==> config.mk <==
export PLATFORM = sky130hd
export DESIGN_NAME = led_frame_sequencer
export DESIGN_NICKNAME = d
export VERILOG_FILES = /design/src/rtl/led_frame_sequencer.sv
export SDC_FILE = /design/constraint.sdc
export NUM_CORES = 1
export LEC_CHECK = 0
export ABC_AREA = 1
export BUFFER_PORTS_ARGS = -buffer_cell sky130_fd_sc_hd__buf_2
export CORE_MARGIN = 2
export CORE_UTILIZATION = 53
export CTS_CLUSTER_SIZE = 30
export DETAILED_ROUTE_END_ITERATION = 16
export HOLD_SLACK_MARGIN = 0.15
export PLACE_DENSITY = 0.78
export SLEW_MARGIN = 0
export SYNTH_ARGS = -nofsm -noshare
export SYNTH_HDL_FRONTEND = slang
export SYNTH_SLANG_ARGS = --single-unit
==> constraint.sdc <==
create_clock -name clk -period 3.6 [get_ports clk]
set_input_delay 0.18 -clock clk [delete_from_list [all_inputs] [get_ports clk]]
set_output_delay 0.18 -clock clk [all_outputs]
set_load 0.05 [all_outputs]
==> src/rtl/led_frame_sequencer.sv <==
// Frame-rate scheduler: buffers host brightness words in a small FIFO and
// hands exactly one word to LEDControl per PWM frame, only on frame boundaries.
// Optional build macro: UNDERRUN_BLANK_EN (underrun blanks LED instead of holding).
// Ports:
//   clk, globalReset          clock, synchronous active-high reset
//   hostData/hostValid/Ready  valid/ready push interface from host
//   enable                    1 = sequence frames, 0 = idle
//   LEDFrameData              registered brightness to LEDControl
//   frameStart                pulse in first cycle of each new frame
//   fifoLevel                 FIFO occupancy
//   underrunCount             saturating count of empty-FIFO boundaries
module led_frame_sequencer #(
    parameter int DATA_W       = 12,
    parameter int FRAME_CYCLES = 4096,
    parameter int FIFO_DEPTH   = 4,
    parameter int UCNT_W       = 8
) (
    input  logic                        clk,
    input  logic                        globalReset,
    input  logic [DATA_W-1:0]           hostData,
    input  logic                        hostValid,
    output logic                        hostReady,
    input  logic                        enable,
    output logic [DATA_W-1:0]           LEDFrameData,
    output logic                        frameStart,
    output logic [$clog2(FIFO_DEPTH):0] fifoLevel,
    output logic [UCNT_W-1:0]           underrunCount
);
    localparam int AW = $clog2(FIFO_DEPTH);
    localparam int CW = $clog2(FRAME_CYCLES);
    localparam logic [CW-1:0] LAST  = CW'(FRAME_CYCLES - 1);
    localparam logic [AW:0]   DEPTH = (AW + 1)'(FIFO_DEPTH);

    typedef enum logic {
        IDLE,
        RUN
    } state_t;

    state_t            r_state;
    state_t            w_next;
    logic [CW-1:0]     r_frame_cnt;
    logic [DATA_W-1:0] r_mem [FIFO_DEPTH];
    logic [AW-1:0]     r_wptr;
    logic [AW-1:0]     r_rptr;
    logic [AW:0]       r_level;
    logic [DATA_W-1:0] r_led;
    logic              r_frame_start;
    logic [UCNT_W-1:0] r_ucnt;

    logic w_start;
    logic w_stop;
    logic w_boundary;
    logic w_full;
    logic w_empty;
    logic w_push;
    logic w_pop;
    logic w_underrun;

    always_comb begin
        w_next     = r_state;
        w_start    = 1'b0;
        w_stop     = 1'b0;
        w_boundary = 1'b0;
        unique case (r_state)
            IDLE: begin
                if (enable) begin
                    w_next  = RUN;
                    w_start = 1'b1;
                end
            end
            RUN: begin
                // Dropping enable wins over a coinciding boundary.
                if (!enable) begin
                    w_next = IDLE;
                    w_stop = 1'b1;
                end else if (r_frame_cnt == LAST) begin
                    w_boundary = 1'b1;
                end
            end
            default: w_next = IDLE;
        endcase
    end

    assign w_full     = (r_level == DEPTH);
    assign w_empty    = (r_level == '0);
    assign w_push     = hostValid && !w_full;
    // Pop decision uses pre-edge occupancy: a word pushed on an empty
    // boundary is stored, never bypassed to the output.
    assign w_pop      = w_boundary && !w_empty;
    assign w_underrun = w_boundary && w_empty;

    always_ff @(posedge clk) begin
        if (w_push) begin
            r_mem[r_wptr] <= hostData;
        end
    end

    always_ff @(posedge clk) begin
        if (globalReset) begin
            r_state       <= IDLE;
            r_frame_cnt   <= '0;
            r_wptr        <= '0;
            r_rptr        <= '0;
            r_level       <= '0;
            r_led         <= '0;
            r_frame_start <= 1'b0;
            r_ucnt        <= '0;
        end else begin
            r_state       <= w_next;
            r_frame_start <= w_boundary;

            // Loading LAST on entry puts the first boundary on the next edge.
            if (w_start) begin
                r_frame_cnt <= LAST;
            end else if (w_stop || r_state == IDLE) begin
                r_frame_cnt <= '0;
            end else if (r_frame_cnt == LAST) begin
                r_frame_cnt <= '0;
            end else begin
                r_frame_cnt <= r_frame_cnt + 1'b1;
            end

            if (w_push) begin
                r_wptr <= r_wptr + 1'b1;
            end
            if (w_pop) begin
                r_rptr <= r_rptr + 1'b1;
            end
            if (w_push && !w_pop) begin
                r_level <= r_level + 1'b1;
            end else if (!w_push && w_pop) begin
                r_level <= r_level - 1'b1;
            end

            if (w_stop) begin
                r_led <= '0;
            end else if (w_pop) begin
                r_led <= r_mem[r_rptr];
            end else if (w_underrun) begin
`ifdef UNDERRUN_BLANK_EN
                r_led <= '0;
`else
                r_led <= r_led;
`endif
            end

            if (w_underrun && r_ucnt != '1) begin
                r_ucnt <= r_ucnt + 1'b1;
            end
        end
    end

    assign hostReady     = !w_full;
    assign LEDFrameData  = r_led;
    assign frameStart    = r_frame_start;
    assign fifoLevel     = r_level;
    assign underrunCount = r_ucnt;

endmodule

## Word level (Yosys, flattened, before mapping)

Memory sizes are Yosys's and may differ from the RTL's. A register that Yosys moved wholly into a read port is not among the register bits.
Cells that the tools add are included.

- Bits in registers: 29
- Memories kept: 1
- ROM bits: 0
- Output and inout port bits: 25
- Bits in writable memories: 48
- Word-level logic and storage cells: 46
- Bits of input ports: 16
- Latch bits: 0

Memory list:

| memory | words | width | rd ports | clocked after memory_dff | write ports | RTL line | text |
|---|---|---|---|---|---|---|---|
| r_mem | 4 | 12 | 1 | 1 | 1 | 42 | `logic [DATA_W-1:0] r_mem [FIFO_DEPTH];` |

- Shifts and indexed selects: 0
- Mux-type cells: 14
- Divide/modulo/power cells: 0
- Multiply operators: 0
- Reductions and logical operators: 14
- Magnitude comparators: 0
- Equal/unequal tests: 3
- Bitwise gates (word level): 1
- Add/sub/neg operators: 6

Operators with widths:

| cell | number |
|---|---|
| 2-to-1 mux 12 bit | 3 |
| adder 12 x 1 -> 12 bit (second input constant) | 1 |
| equality test 12 bit (second input constant) | 1 |
| 2-to-1 mux 1 bit | 9 |
| adder 8 x 1 -> 8 bit (second input constant) | 1 |
| != test 8 bit (second input constant) | 1 |
| logical AND 1 bit | 6 |
| 2-to-1 mux 3 bit | 2 |
| adder 2 x 1 -> 2 bit (second input constant) | 2 |
| zero test 1 bit | 4 |
| adder 3 x 1 -> 3 bit (second input constant) | 1 |
| equality test 3 bit (second input constant) | 1 |
| zero test 3 bit | 1 |
| subtractor 3 x 1 -> 3 bit (second input constant) | 1 |
| nonzero test 2 bit | 1 |
| OR reduction 2 bit | 1 |
| logical OR 1 bit | 1 |
| NOT 1 bit | 1 |

## Logic depth before layout (Yosys ltp)

Gate-level depths: netlist (run 1).

- Depth after elaboration: 8
- Gate-level depth with buffers: 14
- Depth with buffers taken out: 13

## Worst setup path before layout (run 1)

OpenSTA, ideal clock, no wires.

- Path type: reg-to-reg
- From: reg r_level[1], in the netlist fifoLevel[1]
- To: reg r_level[2], in the netlist fifoLevel[2]
- Setup time: 0.122 ns
- Arrival time: 2.570 ns
- Cell stages (with the launch flop): 12
- Required time: 3.478 ns
- Path slack: 0.908 ns
- Buffers on the path: 0
- Period minus slack after synthesis: 2.692 ns
- Path through: dfxtp_1 > inv_1 > nand3_1 > nand2_1 > inv_1 > ha_1 > inv_1 > fa_1 > a21oi_1 > o21ai_0 > o21ai_0 > a21oi_1

- Word-level cells in the longest chain between the ends: 6
- Elaborated cells between the ends (all ways): 15
- Those cells by class: 2 x add/sub; 1 x eq/ne; 2 x mux; 10 x reduce/logical

Ends and longest elaborated chain:

| item | RTL line | text |
|---|---|---|
| start: declaration | 45 | `logic [AW:0] r_level;` |
| start signal: assignment | 130 | `r_level <= r_level + 1'b1;` |
| start signal: assignment | 132 | `r_level <= r_level - 1'b1;` |
| equality test 3 bit * | 84 | `assign w_full = (r_level == DEPTH);` |
| zero test 1 bit * | n/a |  |
| via hostReady | 22 | `output logic hostReady,` |
| logical AND 1 bit * | 86 | `assign w_push = hostValid && !w_full;` |
| via w_push | 55 | `logic w_push;` |
| zero test 1 bit | 131 | `end else if (!w_push && w_pop) begin` |
| logical AND 1 bit | 131 |  |
| nonzero test 2 bit (no source line) | n/a |  |

The timed path passes the listed nets; every way through them passes the cells marked *. The select of a mux whose other input is x is not followed.
A chain may end at the register's enable or synchronous reset.

## Worst setup path after layout (run 1)

- From: reg r_frame_cnt[0]
- To: reg r_level[1], in the netlist fifoLevel[1]

- Word-level cells in the longest chain between the ends: 8
- Elaborated cells between the ends (all ways): 10
- Those cells by class: 1 x eq/ne; 4 x mux; 5 x reduce/logical

Ends and longest elaborated chain:

| item | RTL line | text |
|---|---|---|
| start: declaration | 41 | `logic [CW-1:0] r_frame_cnt;` |
| start signal: assignment | 120 | `r_frame_cnt <= r_frame_cnt + 1'b1;` |
| equality test 12 bit * | 76 | `end else if (r_frame_cnt == LAST) begin` |
| 2-to-1 mux 1 bit * | 76 |  |
| 2-to-1 mux 1 bit * | 73 | `if (!enable) begin` |
| 2-to-1 mux 1 bit * | 64 | `unique case (r_state)` |
| logical AND 1 bit * | 89 | `assign w_pop = w_boundary && !w_empty;` |
| zero test 1 bit | 129 | `if (w_push && !w_pop) begin` |
| logical AND 1 bit | 129 |  |
| 2-to-1 mux 3 bit / nonzero test 2 bit (equally long branches) | n/a |  |

Every way passes the cells marked *; elsewhere a longest branch is shown, timed or not.

==> flow_metrics.tcl, run 1 <==
set metrics [dict create \
    layout_min_cycle_time_ps 2370 \
    grt_pass1_vias 2648 \
    hold_path_class "in2reg" \
    wl_per_cell_um 13.0 \
    rsz0062_at_grt "no" \
    syn_to_final_growth_pct 16.8 \
    cts_made_buffers 9 \
    r2r_start "r_frame_cnt[0]" \
    initial_utilization_pct 54.9 \
    grt.overflow.total 0 \
    ir_drop_uv 302 \
    crit_cells 11 \
    clk_path_buf_depth 2 \
    setup.worst_path.end_class "register" \
    drive_gt1_share_pct 16.7 \
    setup_violations 0 \
    firstDrtPassIters 4 \
    r2r-end "fifoLevel[1]" \
    clock-sinks 89 \
    synth_area_leaders "edfxtp_1 39%, dfxtp_1 22%, nor2_1 7.9%" \
    syn_inst 387 \
    fin_nets 468 \
    yosysTopAreaCell "edfxtp_1" \
    leakage_nw 1.77 \
    critical_path.startpoint_type "register" \
    r2r_cells 11 \
    multi_input_area_um2 1260 \
    cp_max_fo 14 \
    skew_ps 10.2 \
    fin_area_um2 4350 \
    synth_seq_cells 89 \
    cp-startpoint "r_frame_cnt[0]" \
    critPathKind "reg2reg" \
    clockRootBuffer "clkbuf_8" \
    fin_crit_sh_pct 65.8 \
    path_buf_inv 1 \
    cts_resized 0 \
    avgSynthCellArea_um2 9.63 \
    syn_area_um2 3730 \
    dpl-instance-area_um2 4020 \
    status "complete, no violations" \
    die_w_um 87.9 \
    ys_seq_area_share_pct 60.7 \
    cts_tree "done" \
    hp-start "hostValid" \
    core_region_area_um2 6790 \
    drv_slew 0 \
    pin_count 41 \
    cts.clk_slew.worst_paths_ps 100 \
    cap_violations 0 \
    worst_slew_pin_slew_ps 1080 \
    synth_top_area_share_pct 38.7 \
    ctsHtreeMaxLevel 3 \
    hold_viol_final 0 \
    crit_chain "ha_1, nand2_1, nor2_4, nand3_4, nor2_8, nand2_4, ha_1, inv_1, fa_1, o21ai_0, a21oi_1" \
    clock.fmax_mhz 422 \
    arrival_ps 2620 \
    clk_latency_ps 350 \
    drt_iter0_drc 144 \
    crit_path_end "fifoLevel[1]" \
    antenna_found_initial 0 \
    grt_max_degree 28 \
    row_count 30 \
    seq_area_um2 2260 \
    die_h_um 87.9 \
    antenna_cells 0 \
    r2r_slack_ps 1230 \
    setup-tns-final_ps 0 \
    antenna_left 0 \
    worst_ep_required_time_ps 3850 \
    crit_family "simple AND/OR/NAND/NOR gates" \
    routabilityCongestion 0.882 \
    track_usage_pct 19.8 \
    synth_cell_type_count 33 \
    grt_pass1_wl_mm 11.7 \
    port_buffers 40 \
    yosysWarningCount 0 \
    post-dp-hpwl_mm 4.79 \
    viasPerCell 5.01 \
    synth.net_count 411 \
    cpMostUsedCell "ha_1" \
    nFillCells 555 \
    die-area_um2 7720 \
    finalWirelength_mm 7.10 \
    relSlewSlack_pct 27.6 \
    drcViolationCount 0 \
    cp_slowest_stage_delay_ps 420 \
    power.density_nw_per_um2 457 \
    crit_slowest_cell "fa_1" \
    vias 2733 \
]
[metal layers]
layer  GRT usage, %  vias up  part of all wire, %
met5              0        -                    0
met4           8.39        0                  1.0
met3           4.24        5                  3.4
met2           32.5       50                   50
met1           25.4     1258                   46
li1               -     1420                    -
[layout by cell type, fill, tap and decap left out, types with 3 or more instances in the layout]
cell           synthesis  final
nand3_1               18     18
dlygate4sd3_1          0     14
nor3_1                 3      3
ha_1                   7      7
nor2_1                78     78
buf_2                  2     40
nand2_1               42     42
nor2_4                 3      3
dfxtp_1               41     41
clkbuf_8               0      9
buf_4                  1      4
o22ai_1               12     12
nand4_1                4      4
a21oi_1               15     15
inv_1                 36     36
edfxtp_1              48     48
inv_8                  0      3
o21ai_0               47     47
nor2_2                 4      4
[state kept, by name (all words and copies together) (netlist names)]
signal,count
fifoLevel,3
LEDFrameData,12
underrunCount,8
frameStart,1
r_wptr,2
r_frame_cnt,12
r_mem,48
r_rptr,2
r_state,1
[where the power goes]
group | internal [mW] | switching, mW
Combinational | 0.0581 | 0.122
Sequential | 1.12 | 0.0250
Clock | 0.273 | 0.388
Total | 1.45 | 0.536
[per-stage QoR]
stage	cells	hold WS, ps	setup slack (ps)	power, mW	utilization [%]
floorplan	387	252	908	1.28	-
global placement	515	391	1320	1.33	59.2
detailed placement	515	395	1240	1.34	59.2
CTS	545	290	1230	2.00	64.1
global route	545	344	1040	2.07	64.1
finish	545	290	1230	1.99	64.1
[synthesized netlist by cell type]
| cell | count |
|---|---|
| nor2_8 | 1 |
| buf_2 | 2 |
| buf_1 | 1 |
| nand3_4 | 1 |
| a21oi_1 | 15 |
| ha_1 | 7 |
| nand3_1 | 18 |
| nor3_1 | 3 |
| o21ai_0 | 47 |
| nand2_2 | 2 |
| xnor2_1 | 1 |
| dfxtp_1 | 41 |
| clkinv_1 | 1 |
| xor2_1 | 2 |
| a31oi_1 | 1 |
| fa_1 | 1 |
| a21oi_2 | 2 |
| buf_6 | 1 |
| o21a_1 | 1 |
| inv_2 | 1 |
| inv_1 | 36 |
| buf_4 | 1 |
| nor2_4 | 3 |
| edfxtp_1 | 48 |
| nand2_4 | 1 |
| nor2_2 | 4 |
| nand4_1 | 4 |
| nand2_1 | 42 |
| o22ai_1 | 12 |
| o21ai_1 | 1 |
| o21bai_1 | 1 |
| nor2_1 | 78 |
| clkbuf_1 | 7 |
[worst min path at each step]
stage	cells past startpoint	to	slack (ps)
floorplan	1	underrunCount[2]	250
global placement	1	r_mem[0][10]	390
detailed placement	1	r_mem[3][6]	400
CTS	3	r_wptr[0]	290
global route	3	r_wptr[1]	340
finish	3	r_wptr[0]	290
[tightest hold or removal path, stage by stage]
cell and delay [ps]:
buf_2 90, nand2_1 210, a21oi_1 110
[area by class of cell]
cell class	instances	area share, %
tap	96	2.76
inverter	38	3.28
multi-input combinational	248	29.0
clock buffer	9	2.85
clock inverter	7	1.58
timing repair buffer	58	8.51
sequential	89	52.0
[timing repair]
item                      in CTS  in global routing
hold endpoints to repair      52                  0
hold buffers                  14                  0
buffers inserted               0                  0
[logic make-up after synthesis]
| kind of cell | after synthesis | share of synthesized area [%] |
|---|---|---|
| adders and majority gates | 8 | 2.89 |
| DFF | 89 | 60.7 |
| AOI/OAI and AO/OA | 80 | 11.5 |
| and+or+nand+nor | 157 | 18.8 |
| xor gates and xnor gates | 3 | 0.705 |
| buffers and inverters | 50 | 5.40 |
Power figures use the tool's default switching activity.
==> run 2: changes to the inputs <==
Clock period 3.6 ns to 2.4 ns, I/O delays scaled along.
==> run 2 against run 1 <==
Hold slack worse by 67 ps; core utilization rose by 0.61 points; wire length rose by 2.7%; register-to-register slack got worse by 1100 ps; combinational power rose by 55%; first-iteration DRC count rose by 22%; final cell count increased by 0.73%; clock-buffer cell count unchanged; design area increased by 0.95%; critical endpoint unchanged.
==> flow_metrics.tcl, run 2 (synthesis results as in run 1) <==
set metrics [dict create \
    switching_power_mw 0.823 \
    finalWirelength_mm 7.30 \
    cts_made_buffers 9 \
    core_region_area_um2 6790 \
    fin_crit_sh_pct 92.8 \
    regMostFlops "r_mem" \
    drive_gt1_share_pct 18.1 \
    cp_max_fo 10 \
    r2r_slack_ps 170 \
    grt_pass1_wl_mm 12.0 \
    final_cell_mix "78 x nor2_1, 48 x edfxtp_1, 47 x o21ai_0" \
    leakage_nw 1.79 \
    setup_violations 0 \
    largest_reg_flops 48 \
    clk_path_buf_depth 2 \
    post-place-ws_ps 164 \
    die_w_um 87.9 \
    setup.worst_path.end_class "register" \
    clockRootBuffer "clkbuf_8" \
    initial_utilization_pct 54.9 \
    cts.clk_slew.worst_paths_ps 110 \
    ir_drop_uv 451 \
    grt_pass1_vias 2646 \
    ctsHtreeMaxLevel 3 \
    antenna_found_initial 0 \
    vias 2781 \
    drcViolationCount 0 \
    row_count 30 \
    holdPathStages 3 \
    clock.fmax_mhz 449 \
    worst_slew_pin_slew_ps 685 \
    fin_nets 472 \
    power.density_nw_per_um2 684 \
    pin_count 41 \
    hold_viol_final 0 \
    share_seq_of_total_power_pct 57.1 \
    cts_resized 0 \
    antenna_cells 0 \
    cts_tree "done" \
    r2r-end "fifoLevel[1]" \
    port_buffers 40 \
    critical_path.startpoint_type "register" \
    r2r_start "r_frame_cnt[0]" \
    setup-tns-final_ps 0 \
    firstDrtPassIters 4 \
    setup_slack_ps 174 \
    hold_end "r_wptr[0]" \
    arrival_ps 2490 \
    hp-start "hostValid" \
    p_sw_share_pct 27.4 \
    rsz0062_at_grt "no" \
    critPathKind "reg2reg" \
    grt_max_degree 27 \
    layout_min_cycle_time_ps 2230 \
    antenna_left 0 \
    drt_iter0_drc 175 \
    cap_violations 0 \
    r2r_cells 11 \
    clk_latency_ps 370 \
    viasPerCell 5.07 \
    routabilityCongestion 0.860 \
    relSlewSlack_pct 54.3 \
    clock-sinks 89 \
    hold_path_class "in2reg" \
    skew_ps 13.5 \
    post-dp-hpwl_mm 4.84 \
    grt.overflow.total 0 \
    drv_slew 0 \
    die_h_um 87.9 \
    combPwrFrac_pct 9.3 \
    die-area_um2 7720 \
    syn_to_final_growth_pct 17.9 \
    worst_ep_required_time_ps 2660 \
    nFillCells 525 \
    track_usage_pct 20.3 \
    clkPwrFrac_pct 33.6 \
    wl_per_cell_um 13.3 \
    power.internal_mw 2.18 \
    status "complete, no violations" \
    final_common_cell "nor2_1" \
]
## run 2: cell types whose count changed in the layout (fill, tap and decap cells not counted)
| cell | before | now |
|---|---|---|
| nand3_1 | 18 | 17 |
| clkinv_4 | 2 | 1 |
| nand3_2 | 0 | 1 |
| clkinvlp_4 | 0 | 1 |
| dfxtp_2 | 0 | 2 |
| clkinv_8 | 0 | 1 |
| dfxtp_1 | 41 | 39 |
| inv_8 | 3 | 2 |
| buf_4 | 4 | 8 |
## run 2: metrics by stage
stage                     hold WS (ps)  std cells  power (mW)  cell area [um^2]  utilization [%]
after floorplan                    185        387        1.92              3730                -
after global placement             334        518        2.00              4050             59.6
after detailed placement           337        518        2.01              4050             59.6
after CTS                          209        548        3.02              4390             64.5
after global routing               254        549        3.14              4390             64.7
final                              223        549        3.00              4390             64.7
## run 2: repair_timing
action,4_1_cts,5_1_grt
hold endpoints to repair,52,0
endpoints found under the setup margin,0,1
hold buffers,14,0
buffers inserted,0,1
## run 2: cell type report
| cell class | count | area [um^2] | area share, % |
|---|---|---|---|
| well taps | 96 | 120 | 2.73 |
| clock inverters | 7 | 72.6 | 1.65 |
| inverters | 38 | 143 | 3.25 |
| flip-flops and latches | 89 | 2260 | 51.6 |
| clock buffers | 9 | 124 | 2.82 |
| repair buffers | 62 | 400 | 9.11 |
| multi-input cells | 248 | 1270 | 28.9 |
## run 2: power by group through the flow
stage                     registers, mW  logic, mW  clock network [mW]
final                              1.72      0.279                1.01
after global routing               1.72      0.313                1.10
after CTS                          1.72      0.281                1.03
after detailed placement           1.75      0.261                   0
after global placement             1.75      0.252                   0
after floorplan                    1.77      0.150                   0
## run 2: worst max-delay path: stages (launching register included)
cell and delay (ps):
dfxtp_1 340, ha_1 190, nand2_1 100, nor2_4 170, nand3_4 160, nor2_8 200
nand2_4 60, ha_1 180, inv_1 100, fa_1 410, o21ai_0 160, a21oi_1 60
## run 2: worst max path at each step
stage | start | to | slack (ps) | cells after the start
after floorplan | fifoLevel[2] | fifoLevel[1] | 70 | 8
after global placement | r_frame_cnt[0] | fifoLevel[1] | 250 | 11
after detailed placement | r_frame_cnt[0] | fifoLevel[1] | 160 | 11
after CTS | r_frame_cnt[0] | fifoLevel[1] | 140 | 11
after global routing | r_frame_cnt[0] | fifoLevel[1] | 10 | 11
final | r_frame_cnt[0] | fifoLevel[1] | 170 | 11
## run 2: per-layer routing
metal / global-route usage, % / vias up / share of wire (%)
li1: - / 1420 / -
met1: 24.4 / 1268 / 42
met2: 34.2 / 73 / 50
met3: 4.05 / 20 / 5.1
met4: 11.0 / 0 / 2.5
met5: 0 / - / 0
==> run 3: changes to the inputs <==
Settings changed: MAX_ROUTING_LAYER set to met4.
==> run 3 against run 2 <==
Sequential share of layout area is the same; largest power group unchanged; non-clock buffer count is the same; worst setup slack gained 4.5 ps; critical path depth is the same; combinational power is essentially flat; largest cell class unchanged; wire length shrank 0.26%; flip-flop and latch count is the same; sequential power is essentially flat.
==> flow_metrics.tcl, run 3 (synthesis results as in run 1) <==
set metrics [dict create \
    status "complete, no violations" \
    layout_min_cycle_time_ps 2220 \
    final_cell_mix "78 x nor2_1, 48 x edfxtp_1, 47 x o21ai_0" \
    arrival_ps 2480 \
    drv_slew 0 \
    hp-start "hostValid" \
    setup.worst_path.end_class "register" \
    critical_path.startpoint_type "register" \
    drcViolationCount 0 \
    r2r_cells 11 \
    initial_utilization_pct 54.9 \
    row_count 30 \
    hold_end "r_wptr[0]" \
    die_h_um 87.9 \
    rsz0062_at_grt "no" \
    ctsHtreeMaxLevel 3 \
    drive_gt1_share_pct 18.1 \
    port_buffers 40 \
    antenna_found_initial 0 \
    grt_pass1_wl_mm 12.0 \
    track_usage_pct 20.8 \
    fin_nets 472 \
    skew_ps 13.9 \
    leakage_nw 1.79 \
    wl_per_cell_um 13.3 \
    fin_crit_sh_pct 92.6 \
    crit_chain "ha_1, nand2_1, nor2_4, nand3_4, nor2_8, nand2_4, ha_1, inv_1, fa_1, o21ai_0, a21oi_1" \
    r2r_slack_ps 180 \
    clockRootBuffer "clkbuf_8" \
    finalWirelength_mm 7.28 \
    cts_tree "done" \
    grt.overflow.total 0 \
    topRoutingLayerUsed "met4" \
    power.density_nw_per_um2 684 \
    critPathKind "reg2reg" \
    wl_met2_mm 3.65 \
    setup_violations 0 \
    r2r-end "fifoLevel[1]" \
    core_region_area_um2 6790 \
    grt_pass1_vias 2649 \
    clock.fmax_mhz 450 \
    routabilityCongestion 0.874 \
    vias 2765 \
    setup-tns-final_ps 0 \
    relSlewSlack_pct 54.1 \
    ir_drop_uv 451 \
    antenna_left 0 \
    met3WireLength_um 330 \
    clock-sinks 89 \
    pin_count 41 \
    cpMostUsedCell "ha_1" \
    grt_max_degree 27 \
    hold_viol_final 0 \
    firstDrtPassIters 4 \
    clk_path_buf_depth 2 \
    cp_max_fo 10 \
    r2r_start "r_frame_cnt[0]" \
    final_common_cell "nor2_1" \
    cp_slowest_stage_delay_ps 410 \
    clk_latency_ps 370 \
    die_w_um 87.9 \
    syn_to_final_growth_pct 17.9 \
    final_cells 549 \
    holdPathStages 3 \
    cts.clk_slew.worst_paths_ps 110 \
    hold_slack_ps 225 \
    worst_ep_required_time_ps 2660 \
    die-area_um2 7720 \
    wl_met1_mm 3.18 \
    largest_reg_flops 48 \
    regMostFlops "r_mem" \
    post-dp-hpwl_mm 4.84 \
    crit_slowest_cell "fa_1" \
    antenna_cells 0 \
    cp-startpoint "r_frame_cnt[0]" \
    cap_violations 0 \
    viasPerCell 5.04 \
    drt_iter0_drc 164 \
    place_inst 518 \
    cts_resized 0 \
    hold_path_class "in2reg" \
    cts_made_buffers 9 \
    worst_slew_pin_slew_ps 688 \
]
-- run 3: worst max-delay path by stage --
| stage | to | cells after the start | slack, ps |
|---|---|---|---|
| floorplan | fifoLevel[1] | 8 | 70 |
| global placement | fifoLevel[1] | 11 | 250 |
| detailed placement | fifoLevel[1] | 11 | 160 |
| CTS | fifoLevel[1] | 11 | 140 |
| global route | fifoLevel[1] | 11 | 10 |
| finish | fifoLevel[1] | 11 | 180 |
-- run 3: cell type report --
type,instances,area (um^2)
fill,525,2400
sequential,89,2260
multi-input combinational,248,1270
timing repair buffer,62,400
inverter,38,143
clock buffer,9,124
tap,96,120
clock inverter,7,72.6
-- run 3: per-stage QoR --
step / area, um^2 / utilization (%) / worst slack [ps] / total power [mW]
after detailed placement: 4050 / 59.6 / 164 / 2.01
after CTS: 4390 / 64.5 / 144 / 3.02
final: 4390 / 64.7 / 178 / 3.00
after global placement: 4050 / 59.6 / 246 / 2.00
after floorplan: 3730 / - / 67.6 / 1.92
after global routing: 4390 / 64.7 / 14.4 / 3.14
-- run 3: worst max-delay path: cells and delay by family, from the launching register on --
family | cells | cell delay (ps)
AO/OA/AOI/OAI | 2 | 220
flip-flops | 1 | 340
adder cells (fa/ha/maj) | 3 | 780
buffers and inverters | 1 | 100
AND/OR/NAND/NOR | 5 | 680
-- run 3: routing by layer --
| metal | track usage [%] | vias up |
|---|---|---|
| met4 | 8.95 | 0 |
| li1 | - | 1421 |
| met2 | 34.2 | 66 |
| met1 | 24.5 | 1265 |
| met5 | - | - |
| met3 | 5.09 | 13 |
-- run 3: timing repair --
item | 4_1_cts | 5_1_grt
hold endpoints to repair | 52 | 0
hold buffers | 14 | 0
setup endpoints to repair | 0 | 1
buffers inserted | 0 | 1
-- run 3: where the power goes --
group          switching, mW  internal (mW)
sequential            0.0337           1.68
combinational          0.189         0.0903
clock                  0.599          0.409
